==> src/rtl/mpram_apb_ctrl.sv <==
// mpram_apb_ctrl
// Single-outstanding command sequencer for the coefficient/config register
// file. A host command is accepted in IDLE, its address is decoded into one
// of five one-hot region enables, a SETUP->ACCESS transfer is run on the
// APB-style port, and exactly one response pulse is returned per command.
// Bad addresses and PREADY timeouts are reported as errors and counted in a
// saturating error counter.
module mpram_apb_ctrl #(
    parameter int ADDR_WIDTH = 7,
    parameter int DATA_WIDTH = 32,
    parameter int TAPS       = 72,
    parameter int NUM_DENUM  = 5,
    parameter int TIMEOUT    = 15
) (
    input  logic                  clk,
    input  logic                  rst,

    input  logic                  cmd_valid,
    output logic                  cmd_ready,
    input  logic                  cmd_write,
    input  logic [ADDR_WIDTH-1:0] cmd_addr,
    input  logic [DATA_WIDTH-1:0] cmd_wdata,

    output logic                  resp_valid,
    output logic                  resp_err,
    output logic [DATA_WIDTH-1:0] resp_rdata,
    output logic [7:0]            err_count,

    output logic                  FRAC_DECI_EN,
    output logic                  IIR_EN,
    output logic                  CTRL_EN,
    output logic                  CIC_EN,
    output logic                  FIR_EN,
    output logic                  PWRITE,
    output logic                  PENABLE,
    output logic [ADDR_WIDTH-1:0] DATA_ADDR,
    output logic [DATA_WIDTH-1:0] DATA_IN,
    input  logic                  PREADY,
    input  logic [DATA_WIDTH-1:0] PRDATA
);

    // Region boundaries. B is the first address past the coefficient space.
    localparam logic [31:0] B_BASE      = 32'(TAPS + 3 * NUM_DENUM);
    localparam logic [31:0] TAPS_END    = 32'(TAPS);
    localparam logic [31:0] CTRL_END    = B_BASE + 32'd7;
    localparam logic [31:0] FRAC_ST_END = B_BASE + 32'd9;
    localparam logic [31:0] IIR_ST_END  = B_BASE + 32'd15;
    localparam logic [31:0] CIC_ST_END  = B_BASE + 32'd17;
    localparam logic [31:0] FIR_ST_END  = B_BASE + 32'd19;

    // The wait counter only has to reach TIMEOUT-1 before the transfer is
    // abandoned, so it is sized for that value.
    localparam int CNT_W = (TIMEOUT > 1) ? $clog2(TIMEOUT) : 1;
    localparam logic [CNT_W-1:0] CNT_LAST = CNT_W'(TIMEOUT - 1);

    // Region enable vector layout: {FIR, CIC, CTRL, IIR, FRAC_DECI}.
    localparam int EN_FRAC = 0;
    localparam int EN_IIR  = 1;
    localparam int EN_CTRL = 2;
    localparam int EN_CIC  = 3;
    localparam int EN_FIR  = 4;

    typedef enum logic [1:0] {
        IDLE,
        SETUP,
        ACCESS,
        RESP
    } state_t;

    state_t                  state_q,      state_d;
    logic                    cmd_ready_q,  cmd_ready_d;
    logic [4:0]              en_q,         en_d;
    logic                    pwrite_q,     pwrite_d;
    logic                    penable_q,    penable_d;
    logic [ADDR_WIDTH-1:0]   addr_q,       addr_d;
    logic [DATA_WIDTH-1:0]   data_q,       data_d;
    logic [CNT_W-1:0]        count_q,      count_d;
    logic                    resp_valid_q, resp_valid_d;
    logic                    resp_err_q,   resp_err_d;
    logic [DATA_WIDTH-1:0]   resp_rdata_q, resp_rdata_d;
    logic [7:0]              err_count_q,  err_count_d;

    logic [4:0]              decoded_en;

    // Maps an address onto its one-hot region enable; all-zero marks an
    // address outside the register map.
    function automatic logic [4:0] decode_region(input logic [ADDR_WIDTH-1:0] a);
        logic [31:0] av;
        logic [4:0]  en;
        av = 32'(a);
        en = 5'b00000;
        if (av < TAPS_END) begin
            en[EN_FRAC] = 1'b1;
        end else if (av < B_BASE) begin
            en[EN_IIR] = 1'b1;
        end else if (av == B_BASE) begin
            en[EN_CIC] = 1'b1;
        end else if (av < CTRL_END) begin
            en[EN_CTRL] = 1'b1;
        end else if (av < FRAC_ST_END) begin
            en[EN_FRAC] = 1'b1;
        end else if (av < IIR_ST_END) begin
            en[EN_IIR] = 1'b1;
        end else if (av < CIC_ST_END) begin
            en[EN_CIC] = 1'b1;
        end else if (av < FIR_ST_END) begin
            en[EN_FIR] = 1'b1;
        end
        return en;
    endfunction

    // Error counter increment that sticks at 255 instead of wrapping.
    function automatic logic [7:0] sat_inc(input logic [7:0] v);
        return (v == 8'hFF) ? v : v + 8'd1;
    endfunction

    // Address decode of the command currently presented by the host.
    always_comb begin
        decoded_en = decode_region(cmd_addr);
    end

    // Next-state and next-output computation. All outputs are registered, so
    // each transition loads the values the next state must present.
    always_comb begin
        state_d      = state_q;
        cmd_ready_d  = cmd_ready_q;
        en_d         = en_q;
        pwrite_d     = pwrite_q;
        penable_d    = penable_q;
        addr_d       = addr_q;
        data_d       = data_q;
        count_d      = count_q;
        resp_valid_d = resp_valid_q;
        resp_err_d   = resp_err_q;
        resp_rdata_d = resp_rdata_q;
        err_count_d  = err_count_q;

        case (state_q)
            IDLE: begin
                if (cmd_valid && cmd_ready) begin
                    cmd_ready_d = 1'b0;
                    if (decoded_en != 5'b00000) begin
                        state_d   = SETUP;
                        en_d      = decoded_en;
                        pwrite_d  = cmd_write;
                        penable_d = 1'b0;
                        addr_d    = cmd_addr;
                        data_d    = cmd_wdata;
                    end else begin
                        state_d      = RESP;
                        resp_valid_d = 1'b1;
                        resp_err_d   = 1'b1;
                        resp_rdata_d = '0;
                        err_count_d  = sat_inc(err_count_q);
                    end
                end
            end

            SETUP: begin
                state_d   = ACCESS;
                penable_d = 1'b1;
                count_d   = '0;
            end

            ACCESS: begin
                if (PREADY || (count_q == CNT_LAST)) begin
                    state_d      = RESP;
                    resp_valid_d = 1'b1;
                    resp_err_d   = !PREADY;
                    resp_rdata_d = (PREADY && !pwrite_q) ? PRDATA : '0;
                    if (!PREADY) begin
                        err_count_d = sat_inc(err_count_q);
                    end
                    en_d      = '0;
                    pwrite_d  = 1'b0;
                    penable_d = 1'b0;
                    addr_d    = '0;
                    data_d    = '0;
                end else begin
                    count_d = count_q + CNT_W'(1);
                end
            end

            RESP: begin
                state_d      = IDLE;
                cmd_ready_d  = 1'b1;
                resp_valid_d = 1'b0;
                resp_err_d   = 1'b0;
                resp_rdata_d = '0;
            end

            default: begin
                state_d     = IDLE;
                cmd_ready_d = 1'b1;
            end
        endcase
    end

    // FSM state and registered outputs; reset drops any in-flight command.
    always_ff @(posedge clk) begin
        if (rst) begin
            state_q      <= IDLE;
            cmd_ready_q  <= 1'b1;
            en_q         <= '0;
            pwrite_q     <= 1'b0;
            penable_q    <= 1'b0;
            addr_q       <= '0;
            data_q       <= '0;
            count_q      <= '0;
            resp_valid_q <= 1'b0;
            resp_err_q   <= 1'b0;
            resp_rdata_q <= '0;
            err_count_q  <= '0;
        end else begin
            state_q      <= state_d;
            cmd_ready_q  <= cmd_ready_d;
            en_q         <= en_d;
            pwrite_q     <= pwrite_d;
            penable_q    <= penable_d;
            addr_q       <= addr_d;
            data_q       <= data_d;
            count_q      <= count_d;
            resp_valid_q <= resp_valid_d;
            resp_err_q   <= resp_err_d;
            resp_rdata_q <= resp_rdata_d;
            err_count_q  <= err_count_d;
        end
    end

    // cmd_ready is held low while reset is asserted so no command can be
    // accepted in the same cycle the controller is being cleared.
    assign cmd_ready    = cmd_ready_q & ~rst;
    assign resp_valid   = resp_valid_q;
    assign resp_err     = resp_err_q;
    assign resp_rdata   = resp_rdata_q;
    assign err_count    = err_count_q;
    assign FRAC_DECI_EN = en_q[EN_FRAC];
    assign IIR_EN       = en_q[EN_IIR];
    assign CTRL_EN      = en_q[EN_CTRL];
    assign CIC_EN       = en_q[EN_CIC];
    assign FIR_EN       = en_q[EN_FIR];
    assign PWRITE       = pwrite_q;
    assign PENABLE      = penable_q;
    assign DATA_ADDR    = addr_q;
    assign DATA_IN      = data_q;

endmodule

==> config.mk <==
export PLATFORM = sky130hd
export DESIGN_NAME = mpram_apb_ctrl
export DESIGN_NICKNAME = d
export VERILOG_FILES = /design/src/rtl/mpram_apb_ctrl.sv
export SDC_FILE = /design/constraint.sdc
export NUM_CORES = 1
export LEC_CHECK = 0
export ABC_CLOCK_PERIOD_IN_PS = 2800
export BUFFER_PORTS_ARGS = -buffer_cell sky130_fd_sc_hd__buf_4
export CELL_PAD_IN_SITES_DETAIL_PLACEMENT = 1
export CELL_PAD_IN_SITES_GLOBAL_PLACEMENT = 2
export CORE_MARGIN = 1.5
export CORE_UTILIZATION = 27
export CTS_BUF_LIST = sky130_fd_sc_hd__clkbuf_16
export CTS_CLUSTER_DIAMETER = 30
export CTS_CLUSTER_SIZE = 28
export DETAILED_ROUTE_END_ITERATION = 6
export HOLD_SLACK_MARGIN = 0.1
export PLACE_DENSITY = 0.81
export SLEW_MARGIN = 0
export SYNTH_ARGS = -nofsm -noshare
export SYNTH_HDL_FRONTEND = slang
export SYNTH_SLANG_ARGS = --single-unit
==> constraint.sdc <==
create_clock -name clk -period 2.8 [get_ports clk]
set_clock_uncertainty 0.05 [all_clocks]
set_input_delay 0.14 -clock clk [delete_from_list [all_inputs] [get_ports clk]]
set_output_delay 0.14 -clock clk [all_outputs]
set_load 0.005 [all_outputs]
==> results.sh <==
export IMPL_yosysWarnings=0
export IMPL_ys_types=47
export IMPL_dp_slack_ps=335
export IMPL_drt_iter0_drc=170
export IMPL_synthMuxAreaShare_pct=0.950
export IMPL_seq_area_um2=1900
export IMPL_n_antenna_cell=0
export IMPL_cp_end_kind="register"
export IMPL_setup_tns_final_ps=0
export IMPL_synthToLayoutAreaGrowth_pct=58.3
export IMPL_cp_required_ps=3010
export IMPL_slew_limit_headroom_pct=58.9
export IMPL_cts_tree="done"
export IMPL_crit_path_start_kind="register"
export IMPL_setup_ws_ps=323
export IMPL_vias=4320
export IMPL_cts_buffers=9
export IMPL_synthAdderAreaFrac_pct=2.08
export IMPL_worstMarginPinSlew_ps=614
export IMPL_htreeDepth=3
export IMPL_clk_path_buf_depth=2
export IMPL_vias_per_cell=4.82
export IMPL_ys_flop_type="dfxtp_1"
export IMPL_core_area_um2=15200
export IMPL_root_buffer="clkbuf_16"
export IMPL_fillers=1746
export IMPL_cts_setup_buffers=0
export IMPL_synth_simple_area_share_pct=29.0
export IMPL_start_util_pct=27.7
export IMPL_grt_overflow=0
export IMPL_route_detailed_drc=0
export IMPL_antenna_found_initial=0
export IMPL_synth_fp_nets=569
export IMPL_multi_input_area_um2=2090
export IMPL_path_class="reg -> reg"
export IMPL_status="complete, no violations"
export IMPL_synth_compound_area_share_pct=16.2
export IMPL_grt_max_degree=66
export IMPL_powerDensity_nw_per_um2=689
export IMPL_vdd_drop_max_mv=0.335
export IMPL_yosys_area_share_xor_xnor_pct=0.831
export IMPL_drive_gt1_share_pct=29.9
export IMPL_layout_nets=787
export IMPL_drtPass1Iterations=5
export IMPL_die_x_um=128
export IMPL_cts_resized=0
export IMPL_die_y_um=128
export IMPL_maxCapViolCount=0
export IMPL_syn_instance_count=486
export IMPL_hp_class="in -> reg"
export IMPL_synth_async_reset_ratio_pct=0
export IMPL_finalSetupViolCount=0
export IMPL_final_max_slew_violation_count=0
export IMPL_period_minus_slack_ps=2480
export IMPL_timing_fmax_mhz=404
export IMPL_track_usage_pct=17.8
export IMPL_routedWlPerCell_um=16.3
export IMPL_io_pins=165
export IMPL_synth_seq_cells=95
export IMPL_syn_avg_cell_area_um2=8.67
export IMPL_grt_pass1_vias=4591
export IMPL_cts_sinks=95
export IMPL_wl_mm=14.6
export IMPL_hpwl_mm=9.44
export IMPL_antenna_left=0
export IMPL_rsz0062_at_grt="false"
export IMPL_synth_top_family_by_area="simple AND/OR/NAND/NOR gates"
export IMPL_crit_fanout=37
export IMPL_netlist_area_um2=4210
export IMPL_leakage_uw=0.00270
export IMPL_synth_seq_area_share_pct=45.1
export IMPL_clk_pin_slew_ps=70
export IMPL_hold_buffers=72
export IMPL_port_buffers=164
export IMPL_clk_latency_ps=340
export IMPL_finalHoldViolCount=0
export IMPL_post_route_period_util_pct=88.5
export IMPL_die_area_um2=16400
export IMPL_grt_pass1_wl_mm=23.1
export IMPL_crit_arrival_ps=2690
export IMPL_gp_congestion=0.784
export IMPL_core_rowCount=45
export IMPL_synth_edf_count=0
-- layout by cell type (no fill, tap or decap), types with 2 or more instances in the layout --
master | netlist | routed
a21o_1 | 2 | 2
a21oi_1 | 57 | 56
a22o_1 | 2 | 2
buf_12 | 0 | 2
buf_4 | 0 | 173
bufinv_16 | 0 | 4
clkbuf_16 | 0 | 9
dfxtp_1 | 95 | 95
dlygate4sd3_1 | 0 | 72
ha_1 | 7 | 7
inv_1 | 7 | 8
mux2i_1 | 4 | 4
nand2_1 | 51 | 51
nand2b_1 | 35 | 35
nand3_1 | 37 | 37
nand3_2 | 8 | 8
nand3b_1 | 35 | 35
nand4_1 | 3 | 3
nor2_1 | 14 | 14
nor2b_1 | 3 | 3
nor3_1 | 8 | 7
nor3b_1 | 3 | 3
o21ai_0 | 9 | 9
o21ai_1 | 22 | 22
o21ai_2 | 8 | 8
o31ai_1 | 5 | 5
or3_1 | 4 | 4
or4_1 | 4 | 4
xor2_1 | 4 | 4
-- path summary, 6_finish.rpt --
kind	slack [ps]	to	start	depth (start not counted)
worst max register to register	320	DATA_IN[7]$_SDFFE_PP0P_	state_q[0]$_SDFFE_PP0P_	9
worst min register to register	410	DATA_ADDR[6]$_SDFFE_PP0P_	DATA_ADDR[6]$_SDFFE_PP0P_	2
worst max-delay path	320	DATA_IN[7]$_SDFFE_PP0P_	state_q[0]$_SDFFE_PP0P_	9
worst min-delay path	120	en_q[1]$_SDFFE_PP0P_	cmd_addr[6]	3
-- synth_stat cells (2+ instances only) --
cell type   n  share of area, %
a21o_1      2              0.36
a21oi_1    57               6.8
a22o_1      2              0.42
buf_2      15               1.8
buf_6       6               1.6
clkbuf_1   17               1.5
clkbuf_2    2              0.24
dfxtp_1    95                45
ha_1        7               2.1
inv_1       7              0.62
mux2i_1     4              0.95
nand2_1    51               4.5
nand2b_1   35               5.2
nand3_1    37               4.4
nand3_2     8               1.9
nand3b_1   35               6.2
nand4_1     3              0.45
nor2_1     14               1.2
nor2b_1     3              0.45
nor3_1      8              0.95
nor3b_1     3              0.53
o21ai_0     9               1.1
o21ai_1    22               2.6
o21ai_2     8               1.7
o31ai_1     5              0.89
or3_1       4              0.59
or4_1       4              0.71
xor2_1      4              0.83
-- routing by layer --
layer	up-vias	routed length [µm]	GRT usage [%]
met5	-	0	0
li1	2132	-	-
met2	93	7530	32.0
met4	0	438	8.33
met1	2066	6200	20.9
met3	29	429	2.50
-- per-stage QoR --
step           cell area [µm²]  total power (µW)  hold slack, ps  utilization (%)  std cells
2_1_floorplan             4210              2500             211                -        486
3_3_place_gp              5590              2990             305             36.8        809
3_5_place_dp              5590              3040             312             36.8        809
4_1_cts                   6670              4640             103             43.9        897
5_1_grt                   6670              4860             133             43.9        897
6_report                  6670              4600             121             43.9        897
-- critical path, stage by stage, from the launching register on --
cell     delay (ps)
dfxtp_1         380
inv_1            90
ha_1            350
and4b_1         280
o22ai_1         220
buf_4           190
a21o_1          290
buf_12          250
nand2_1          90
a21oi_1         200
-- flip-flops by register name, summed over array words and instances (netlist names) --
signal and flops:
count_q 4, cmd_ready_q 1, en_q 5, err_count 8, resp_err 1, resp_valid 1
PENABLE 1, DATA_IN 32, DATA_ADDR 7, state_q 2, resp_rdata 32, PWRITE 1
-- where the power goes --
| part | switching (µW) | internal [µW] |
|---|---|---|
| Clock | 543 | 959 |
| Sequential | 91.8 | 1500 |
| Combinational | 851 | 657 |
| Total | 1490 | 3110 |
-- cells by family after synthesis --
group,Yosys count
AND/OR/NAND/NOR,214
adder cells (fa/ha/maj),7
XOR/XNOR,4
multiplexers,4
AO/OA/AOI/OAI,115
buffers and inverters,47
flip-flops,95
-- layout make-up --
| cell class | count | share of cell area (%) |
|---|---|---|
| multi-input combinational | 344 | 31.3 |
| tap | 188 | 3.53 |
| clock buffer | 9 | 3.38 |
| sequential | 95 | 28.5 |
| inverter | 7 | 0.394 |
| clock inverter | 7 | 2.04 |
| timing repair buffer | 247 | 30.9 |
Power figures use the tool's default switching activity.
